$ cat config.mk
export PLATFORM = sky130hd
export DESIGN_NAME = usb_line_tx
export DESIGN_NICKNAME = d
export VERILOG_FILES = /design/src/rtl/usb_line_tx.sv
export SDC_FILE = /design/constraint.sdc
export NUM_CORES = 1
export LEC_CHECK = 0
export ABC_AREA = 1
export BUFFER_PORTS_ARGS = -buffer_cell sky130_fd_sc_hd__buf_2
export CELL_PAD_IN_SITES_DETAIL_PLACEMENT = 1
export CELL_PAD_IN_SITES_GLOBAL_PLACEMENT = 1
export CORE_MARGIN = 3
export CORE_UTILIZATION = 42
export DETAILED_ROUTE_END_ITERATION = 7
export GPL_TIMING_DRIVEN = 0
export PLACE_DENSITY_LB_ADDON = 0.1
export REMOVE_ABC_BUFFERS = 1
export SYNTH_ARGS = -nofsm -noshare
export SYNTH_HDL_FRONTEND = slang
export SYNTH_SLANG_ARGS = --single-unit
$ cat constraint.sdc
create_clock -name clk -period 2.2 [get_ports clk]
set_clock_uncertainty 0.2 [all_clocks]
set_input_delay 0.11 -clock clk [delete_from_list [all_inputs] [get_ports clk]]
set_output_delay 0.11 -clock clk [all_outputs]
set_load 0.1 [all_outputs]
$ cat src/rtl/usb_line_tx.sv
// usb_line_tx: USB low/full-speed line transmitter.
// Takes packet bytes over a valid/ready handshake. It sends SYNC, then the
// NRZI-encoded and bit-stuffed data (optionally followed by CRC16), then EOP.
// Optional CRC16 generation is enabled by defining USB_LINE_TX_CRC16_EN.
//
// Parameters
//   FULLSPEED    : 1 = J is dp=1/dm=0, 0 = J is dp=0/dm=1
//   CLKS_PER_BIT : clk cycles per USB bit time (2..255)
// Ports
//   clk, reset            : rising-edge clock, synchronous active-high reset
//   tx_data/valid/last    : byte stream in, LSB first, last marks final byte
//   tx_crc16              : request CRC16, sampled with the first byte only
//   tx_ready              : byte accepted on valid & ready
//   tx_busy               : packet in progress
//   tx_err                : one-cycle pulse on underrun abort
//   dp_out, dm_out        : driven line levels
//   line_oe               : line driver enable
module usb_line_tx #(
  parameter int FULLSPEED    = 1,
  parameter int CLKS_PER_BIT = 4
) (
  input  logic       clk,
  input  logic       reset,
  input  logic [7:0] tx_data,
  input  logic       tx_valid,
  input  logic       tx_last,
  input  logic       tx_crc16,
  output logic       tx_ready,
  output logic       tx_busy,
  output logic       tx_err,
  output logic       dp_out,
  output logic       dm_out,
  output logic       line_oe
);

  typedef enum logic [2:0] {IDLE, SYNC, DATA, CRC, EOP_SE0, EOP_J} state_t;

  localparam logic [7:0] TMAX = 8'(CLKS_PER_BIT - 1);
  localparam logic       J_DP = (FULLSPEED != 0);

  state_t     state_q, state_d;
  logic [7:0] timer_q, timer_d;
  logic [7:0] shift_q, shift_d;     // shift_q[0] is the bit on the line
  logic [2:0] bitn_q, bitn_d;
  logic [2:0] ones_q, ones_d;
  logic       line_k_q, line_k_d;   // 1 = K, 0 = J
  logic       se0_q, se0_d;
  logic       oe_q, oe_d;
  logic       err_q, err_d;
  logic [7:0] hold_q, hold_d;
  logic       hold_full_q, hold_full_d;
  logic       hold_last_q, hold_last_d;
  logic       cur_last_q, cur_last_d;
  logic       last_seen_q, last_seen_d;
  logic       rdy_en_q;

  logic xfer, wrap, emit, nbit;

`ifdef USB_LINE_TX_CRC16_EN
  logic [15:0] crc_q, crc_d, crc_upd;
  logic        crc_req_q, crc_req_d;
  logic        crc_hi_q, crc_hi_d;

  // Reflected x^16+x^15+x^2+1, fed with the data bit leaving the shifter.
  assign crc_upd = {1'b0, crc_q[15:1]} ^ ((crc_q[0] ^ shift_q[0]) ? 16'hA001 : 16'h0000);
`else
  logic unused_crc16;
  assign unused_crc16 = tx_crc16;
`endif

  assign tx_ready = rdy_en_q & ~hold_full_q & ~last_seen_q &
                    (state_q != EOP_SE0) & (state_q != EOP_J);
  assign xfer     = tx_valid & tx_ready;
  assign wrap     = (timer_q == TMAX);
  assign tx_busy  = (state_q != IDLE);
  assign tx_err   = err_q;
  assign line_oe  = oe_q;
  assign dp_out   = ~se0_q & (line_k_q ^ J_DP);
  assign dm_out   = ~se0_q & ~(line_k_q ^ J_DP);

  always_comb begin
    state_d     = state_q;
    timer_d     = wrap ? '0 : timer_q + 8'd1;
    shift_d     = shift_q;
    bitn_d      = bitn_q;
    ones_d      = ones_q;
    line_k_d    = line_k_q;
    se0_d       = se0_q;
    oe_d        = oe_q;
    err_d       = 1'b0;
    hold_d      = hold_q;
    hold_full_d = hold_full_q;
    hold_last_d = hold_last_q;
    cur_last_d  = cur_last_q;
    last_seen_d = last_seen_q;
    emit        = 1'b0;
    nbit        = 1'b0;
`ifdef USB_LINE_TX_CRC16_EN
    crc_d       = crc_q;
    crc_req_d   = crc_req_q;
    crc_hi_d    = crc_hi_q;
`endif

    if (xfer) begin
      hold_d      = tx_data;
      hold_full_d = 1'b1;
      hold_last_d = tx_last;
      last_seen_d = last_seen_q | tx_last;
    end

    case (state_q)
      IDLE: begin
        timer_d = '0;
        if (xfer) begin
          state_d = SYNC;
          shift_d = 8'h80;
          bitn_d  = '0;
          oe_d    = 1'b1;
          emit    = 1'b1;
`ifdef USB_LINE_TX_CRC16_EN
          crc_req_d = tx_crc16;
          crc_d     = '1;
`endif
        end
      end

      SYNC, DATA, CRC: if (wrap) begin
        // A stuff bit leaves the bit pointer in place; the bit it follows
        // is only retired on the next wrap, so a stuff bit due after the
        // final bit still goes out before EOP.
        if (ones_q == 3'd6) begin
          emit = 1'b1;
        end else if (bitn_q != 3'd7) begin
`ifdef USB_LINE_TX_CRC16_EN
          if (state_q == DATA) crc_d = crc_upd;
`endif
          shift_d = {1'b0, shift_q[7:1]};
          bitn_d  = bitn_q + 3'd1;
          emit    = 1'b1;
          nbit    = shift_q[1];
        end else begin
          bitn_d = '0;
`ifdef USB_LINE_TX_CRC16_EN
          if (state_q == DATA) crc_d = crc_upd;
`endif
          if (state_q == SYNC || (state_q == DATA && !cur_last_q)) begin
            if (hold_full_q || xfer) begin
              // A byte offered exactly at the boundary goes straight in.
              shift_d     = hold_full_q ? hold_q : tx_data;
              cur_last_d  = hold_full_q ? hold_last_q : tx_last;
              hold_full_d = 1'b0;
              state_d     = DATA;
              emit        = 1'b1;
              nbit        = shift_d[0];
            end else begin
              state_d     = EOP_SE0;
              se0_d       = 1'b1;
              err_d       = 1'b1;
              last_seen_d = 1'b0;
              hold_full_d = 1'b0;
            end
          end
`ifdef USB_LINE_TX_CRC16_EN
          else if (state_q == DATA && crc_req_q) begin
            state_d  = CRC;
            shift_d  = ~crc_upd[7:0];
            crc_hi_d = 1'b0;
            emit     = 1'b1;
            nbit     = shift_d[0];
          end else if (state_q == CRC && !crc_hi_q) begin
            shift_d  = ~crc_q[15:8];
            crc_hi_d = 1'b1;
            emit     = 1'b1;
            nbit     = shift_d[0];
          end
`endif
          else begin
            state_d = EOP_SE0;
            se0_d   = 1'b1;
          end
        end
      end

      EOP_SE0: if (wrap) begin
        if (bitn_q == 3'd1) begin
          state_d  = EOP_J;
          se0_d    = 1'b0;
          line_k_d = 1'b0;
        end else begin
          bitn_d = 3'd1;
        end
      end

      EOP_J: if (wrap) begin
        state_d     = IDLE;
        oe_d        = 1'b0;
        line_k_d    = 1'b0;
        last_seen_d = 1'b0;
        hold_full_d = 1'b0;
      end

      default: state_d = IDLE;
    endcase

    // NRZI: 0 toggles the line, 1 holds it; any 0 clears the ones run.
    if (emit) begin
      ones_d   = nbit ? ones_q + 3'd1 : '0;
      line_k_d = nbit ? line_k_q : ~line_k_q;
    end
  end

  always_ff @(posedge clk) begin
    if (reset) begin
      state_q     <= IDLE;
      timer_q     <= '0;
      shift_q     <= '0;
      bitn_q      <= '0;
      ones_q      <= '0;
      line_k_q    <= 1'b0;
      se0_q       <= 1'b0;
      oe_q        <= 1'b0;
      err_q       <= 1'b0;
      hold_q      <= '0;
      hold_full_q <= 1'b0;
      hold_last_q <= 1'b0;
      cur_last_q  <= 1'b0;
      last_seen_q <= 1'b0;
      rdy_en_q    <= 1'b0;
`ifdef USB_LINE_TX_CRC16_EN
      crc_q       <= '0;
      crc_req_q   <= 1'b0;
      crc_hi_q    <= 1'b0;
`endif
    end else begin
      state_q     <= state_d;
      timer_q     <= timer_d;
      shift_q     <= shift_d;
      bitn_q      <= bitn_d;
      ones_q      <= ones_d;
      line_k_q    <= line_k_d;
      se0_q       <= se0_d;
      oe_q        <= oe_d;
      err_q       <= err_d;
      hold_q      <= hold_d;
      hold_full_q <= hold_full_d;
      hold_last_q <= hold_last_d;
      cur_last_q  <= cur_last_d;
      last_seen_q <= last_seen_d;
      rdy_en_q    <= 1'b1;
`ifdef USB_LINE_TX_CRC16_EN
      crc_q       <= crc_d;
      crc_req_q   <= crc_req_d;
      crc_hi_q    <= crc_hi_d;
`endif
    end
  end

endmodule

==> reports/results.ini, run 1 <==
[outcome]
status = finished clean

[power_and_ir_drop]
pwr-share-clk_pct = 18.1
irDropWorstVdd_mv = 1.86
p_switching_mw = 1.86
internal_power_mw = 1.79
cellPowerDensity_mw_per_mm2 = 1440
p_seq_share_pct = 28.1
total_power_mw = 3.65
comb_power_share_pct = 53.9
switching_share_pct = 51.0
p_leak_nw = 1.06

[floorplan]
initial_core_util_pct = 43.9
fp-row-count = 25
io_pins = 19
fp.dieH_um = 76.7
die_area_mm2 = 0.00588
die_x_um = 76.7
core_area_mm2 = 0.00479

[yosys]
synth_cell_types = 33
synthCells = 299
yosysWarnings = 0
ys_ff_latch = 41
synth-main-ff-cell = dfxtp_1
synth_top_family_by_area = simple AND/OR/NAND/NOR gates
synth_compound_area_share_pct = 16.9
synth.avg_cell_area_um2 = 7.02
synth_adder_area_share_pct = 3.58
synth_mux_area_share_pct = 0
synth-xor-area-share_pct = 0.834
async_reset_ff_share_pct = 0
seq_area_frac_synth_pct = 39.1
synth-edff-count = 0
synthSimpleGateAreaFrac_pct = 33.3
synth.cell_area_mm2 = 0.00210

[cells_and_area]
syn2layout_area_growth_pct = 20.9
fin_cells = 399
diodes = 0
drive_above_1_share_pct = 17.8
final_common_cell = nand2_1
final_cell_mix = 59 x nand2_1, 47 x nor2_1, 39 x dfxtp_1
fin_nets = 350

[setup_path]
endpoint_kind = flop
worstPathRequired_ns = 2.25
worstReg2RegEnd = line_k_q
crit-reg2reg-launch = state_q[0]
reg2reg_depth = 12
r2r_slack_ns = 0.14
cp.arrival_ns = 2.12
cp-start-kind = flop
worst-path-max-fanout = 17
path_class = flop to flop

[global_route]
grt_usage_pct = 20.4
grt_antenna_before_repair = 0
grt_pass1_vias = 2130
grt_pass1_wl_mm = 9.56
grt_max_degree = 21
overflow = 0

[clock_network]
cts_buffer_depth = 2
cts_tree = built
insertion_delay_ns = 0.31
clkTransAtPathRegs_ns = 0.09
cts_buffers = 5
h-tree-depth = 2
clock-sinks = 41
root_buffer = clkbuf_8

[place]
portBuffers = 17
dp_cells = 377
dp_slack_ns = -0.108
place.gp.congestion = 0.827
dpl.hpwl_mm = 3.83

[timing]
fmax_ghz = 0.485
hold_viol_final = 0
period_share_pct = 93.8
worst_slack_ns = 0.136
fin_tns_setup_ns = 0
layout_min_cycle_time_ns = 2.06
worst_slew_pin_slew_ns = 0.605
maxSlewViolCount = 0
setup_viol_count_final = 0
hold_slack_ns = 0.102
slew_headroom_pct = 59.7

[routing]
drt_wl_total_mm = 5.50
antenna_left = 0
drc = 0
dr.pass1.iters = 4
drt-initial-drc-count = 40
routedWlPerCell_um = 13.8
vias = 2028
viasPerCell = 5.08

[min_path]
hold_class = primary input to flop
min_from = tx_valid
whs_path_depth = 4
hold_end = hold_q[6]

[run]
maxCapViolCount = 0

-- metrics by stage --
stage          cell area (µm²)  util (%)
2_1_floorplan             2070         -
3_3_place_gp              2240      46.9
3_5_place_dp              2240      46.9
4_1_cts                   2480      51.8
5_1_grt                   2540      53.0
6_report                  2540      53.0
-- worst max-delay path by stage --
stage                      startpoint    endpoint  slack (ns)  cells past startpoint
final                      state_q[0]    line_k_q        0.14                     12
after global routing      hold_full_q    line_k_q      -0.006                      9
after CTS                  timer_q[0]  shift_q[2]        0.01                     10
after detailed placement  hold_full_q    line_k_q       -0.11                      9
after global placement    hold_full_q    line_k_q       -0.06                      9
after floorplan           hold_full_q    tx_ready       -0.01                      3
-- routing by layer --
metal | part of all wire (%) | routed length (µm) | vias up | GRT usage [%]
met2 | 50 | 2740 | 22 | 37.0
li1 | - | - | 1040 | -
met4 | 1.7 | 92 | 0 | 8.15
met3 | 3.1 | 169 | 7 | 3.52
met1 | 45 | 2490 | 959 | 23.5
met5 | 0 | 0 | - | 0
-- cell usage after synthesis (2+ instances only) --
| cell | n | area (µm²) |
|---|---|---|
| dfxtp_1 | 41 | 821 |
| nand4_1 | 3 | 18.8 |
| nor2_4 | 2 | 22.5 |
| ha_1 | 6 | 75.1 |
| o21ai_0 | 27 | 135 |
| nand3_1 | 14 | 70.1 |
| buf_1 | 2 | 7.51 |
| nand2_1 | 60 | 225 |
| nor2_2 | 5 | 31.3 |
| or2_2 | 2 | 12.5 |
| clkbuf_1 | 2 | 7.51 |
| buf_2 | 2 | 10.0 |
| a31oi_1 | 4 | 25.0 |
| nor3_1 | 4 | 20.0 |
| nand2_2 | 4 | 25.0 |
| a21oi_1 | 30 | 150 |
| nor2_1 | 47 | 176 |
| inv_2 | 4 | 15.0 |
| nand3_2 | 2 | 20.0 |
| inv_1 | 25 | 93.8 |
-- area by class of cell --
type                    count  area (µm²)
clock buffers               6        82.6
inverters                  29         115
fillers                   630        2250
multi-input cells         224        1190
clock inverters             2        37.5
flip-flops and latches     41         823
repair buffers             30         208
well taps                  67        83.8
-- registers in the layout, summed over array words and instances, names as in the netlist --
| register | count |
|---|---|
| last_seen_q | 1 |
| ones_q | 3 |
| timer_q | 8 |
| tx_err | 1 |
| se0_q | 1 |
| bitn_q | 3 |
| line_k_q | 1 |
| line_oe | 1 |
| hold_full_q | 1 |
| hold_last_q | 1 |
| state_q | 3 |
| cur_last_q | 1 |
| hold_q | 8 |
| shift_q | 7 |
| rdy_en_q | 1 |
-- power by group through the flow --
| stage | clock network [mW] | registers [mW] | logic [mW] |
|---|---|---|---|
| after floorplan | 0 | 1.04 | 1.40 |
| after global placement | 0 | 1.04 | 1.77 |
| after detailed placement | 0 | 1.04 | 1.80 |
| after CTS | 0.669 | 1.02 | 1.87 |
| after global routing | 0.702 | 1.04 | 2.20 |
| final | 0.660 | 1.02 | 1.96 |
-- repair_timing --
item / in CTS / in global routing
setup endpoints to repair: 14 / 12
hold buffers: 10 / 0
gates cloned: 1 / 0
pin swaps: 1 / 2
setup buffers: 0 / 3
gates resized for setup: 4 / 7
hold endpoints to repair: 18 / 0
-- critical path, cell delays in order, from the launching register on --
cell and delay (ns):
dfxtp_1 0.43, nor2_4 0.09, nor2_8 0.27, inv_2 0.13
nor2_1 0.12, nand2_1 0.14, nand2_1 0.09, nand2_1 0.10
nand2_1 0.11, nand2_1 0.07, nand3_1 0.09, nand2_1 0.06
nor2_1 0.11
-- kinds of logic after synthesis --
group / after synthesis
AOI/OAI and AO/OA: 66
xor gates and xnor gates: 2
adders and majority gates: 6
buffers and inverters: 35
DFF: 41
and+or+nand+nor: 149
Power figures use the tool's default switching activity.
==> run 2: changes to the inputs <==
--- a/config.mk
+++ b/config.mk
@@ -15,6 +15,7 @@
 export GPL_TIMING_DRIVEN = 0
 export PLACE_DENSITY_LB_ADDON = 0.1
 export REMOVE_ABC_BUFFERS = 1
+export SETUP_SLACK_MARGIN = 0.5
 export SYNTH_ARGS = -nofsm -noshare
 export SYNTH_HDL_FRONTEND = slang
 export SYNTH_SLANG_ARGS = --single-unit
==> run 2 against run 1 <==
  * First-iteration DRC count grew to 4.5 times the previous value
  * Maximum frequency hardly changed
  * Via count is 27% higher
  * Flip-flop and latch count stayed put
  * Non-clock buffer count is 41 higher
  * Die area stayed put
  * Clock-buffer cell count stayed put
  * Sequential share of layout area is 5.8 points lower
  * Critical path depth is 2 lower
  * Sequential power is 6% higher
  * Critical path type unchanged
==> reports/results.ini, run 2 (synthesized netlist as in run 1, its figures left out) <==
[outcome]
status = finished clean

[cells_and_area]
final_util_pct = 66.3
top_regs = hold_q (8), timer_q (8), shift_q (7)
final_common_cell = nand2_1
drive_above_1_share_pct = 39.4
multi_input_area_mm2 = 0.00141
final_cell_mix = 48 x nand2_1, 39 x nor2_1, 33 x buf_4
fill_cells = 581
syn2layout_area_growth_pct = 51.1
seqCellArea_um2 = 845
diodes = 0
fin_cells = 440
fin_nets = 391

[setup_path]
critPathMostFrequentCell = nand2_2
worst-path-max-fanout = 6
cp-start-kind = flop
path_cells = inv_1, ha_1, nand2_2, inv_2, o21ai_4, buf_4, nand2_2, nor2_4, o21ai_0, a21oi_1
path_class = flop to flop
worstPathRequired_ns = 2.26
endpoint_kind = flop
cp.arrival_ns = 2.12
slowest_stage = dfxtp_2
cp_slowest_stage_delay_ns = 0.36

[clock_network]
h-tree-depth = 2
root_buffer = clkbuf_8
clkTransAtPathRegs_ns = 0.10
insertion_delay_ns = 0.33
cts_buffer_depth = 2
clock-sinks = 41
cts_tree = built
cts_buffers = 5

[global_route]
grt_antenna_before_repair = 0
grt_max_degree = 21
overflow = 0
grt_pass1_wl_mm = 11.9
grt_pass1_vias = 2467
grt_usage_pct = 25.6

[timing]
rsz0062_at_grt = yes
hold_viol_final = 0
fmax_ghz = 0.485
slew_headroom_pct = 55.5
maxSlewViolCount = 0
worst_slew_pin_slew_ns = 0.667
layout_min_cycle_time_ns = 2.06
setup_viol_count_final = 0
period_share_pct = 93.8

[run]
maxCapViolCount = 0

[routing]
dr.pass1.iters = 4
antenna_left = 0
viasPerCell = 5.84
drc = 0
routedWlPerCell_um = 22.2
drt_wl_total_mm = 9.76
vias = 2568
drt-initial-drc-count = 180

[min_path]
hold_class = primary input to flop

[power_and_ir_drop]
irDropWorstVdd_mv = 1.49
p_leak_nw = 1.30
cellPowerDensity_mw_per_mm2 = 1580

[floorplan]
io_pins = 19
fp.dieH_um = 76.7
core_area_mm2 = 0.00479
die_x_um = 76.7
fp-row-count = 25
die_area_mm2 = 0.00588
initial_core_util_pct = 43.9

[place]
dp_cells = 377
place.gp.congestion = 0.827
dpl.hpwl_mm = 3.83
portBuffers = 17

-- run 2: repair_timing --
| action | CTS | global route |
|---|---|---|
| cloned | 1 | 0 |
| hold endpoints to repair | 17 | 4 |
| buffers inserted | 28 | 13 |
| resized for setup | 55 | 51 |
| endpoints found under the setup margin | 41 | 37 |
| pin swaps | 16 | 21 |
| hold buffers | 10 | 3 |
-- run 2: cell type report --
type	count	share of cell area (%)
multi-input combinational	224	44.3
sequential	41	26.6
timing repair buffer	71	18.8
clock buffer	6	2.60
inverter	29	3.90
tap	67	2.64
clock inverter	2	1.18
-- run 2: worst paths after layout --
kind              cells after the start  startpoint  slack, ns           to
hold reg to reg                       2   hold_q[6]       0.30    hold_q[6]
hold / removal                        5    tx_valid       0.09  hold_full_q
setup reg to reg                     10   ones_q[0]       0.14   state_q[1]
setup / recovery                     10   ones_q[0]       0.14   state_q[1]
-- run 2: routing by layer --
layer  global-route usage [%]  share of wire [%]  vias to the layer above
met5                        0                  0                        -
met4                     14.3                5.3                        0
met3                     4.23                5.7                       50
met2                     46.2                 50                      118
met1                     28.2                 39                     1275
li1                         -                  -                     1125
-- run 2: critical path, delay by kind of cell (launching register included) --
| family | cells | cell delay [ns] |
|---|---|---|
| compound gates | 3 | 0.52 |
| simple gates | 3 | 0.40 |
| flops | 1 | 0.36 |
| buf+inv | 3 | 0.31 |
| fa+ha+maj | 1 | 0.20 |
-- run 2: power breakdown --
group	switching [mW]	internal [mW]
Combinational	2.08	1.15
Sequential	0.163	0.917
Clock	0.323	0.370
-- run 2: stage by stage --
step | total power [mW] | setup slack (ns) | setup TNS, ns | hold WS (ns) | instance area (µm²)
2_1_floorplan | 2.44 | -0.00985 | -0.00985 | -0.0209 | 2070
3_3_place_gp | 2.81 | -0.0597 | -0.0613 | 0.163 | 2240
3_5_place_dp | 2.84 | -0.108 | -0.208 | 0.170 | 2240
4_1_cts | 4.20 | 0.250 | 0 | -0.0814 | 2880
5_1_grt | 5.21 | 0.0366 | 0 | 0.102 | 3170
6_report | 5.00 | 0.137 | 0 | 0.0866 | 3170
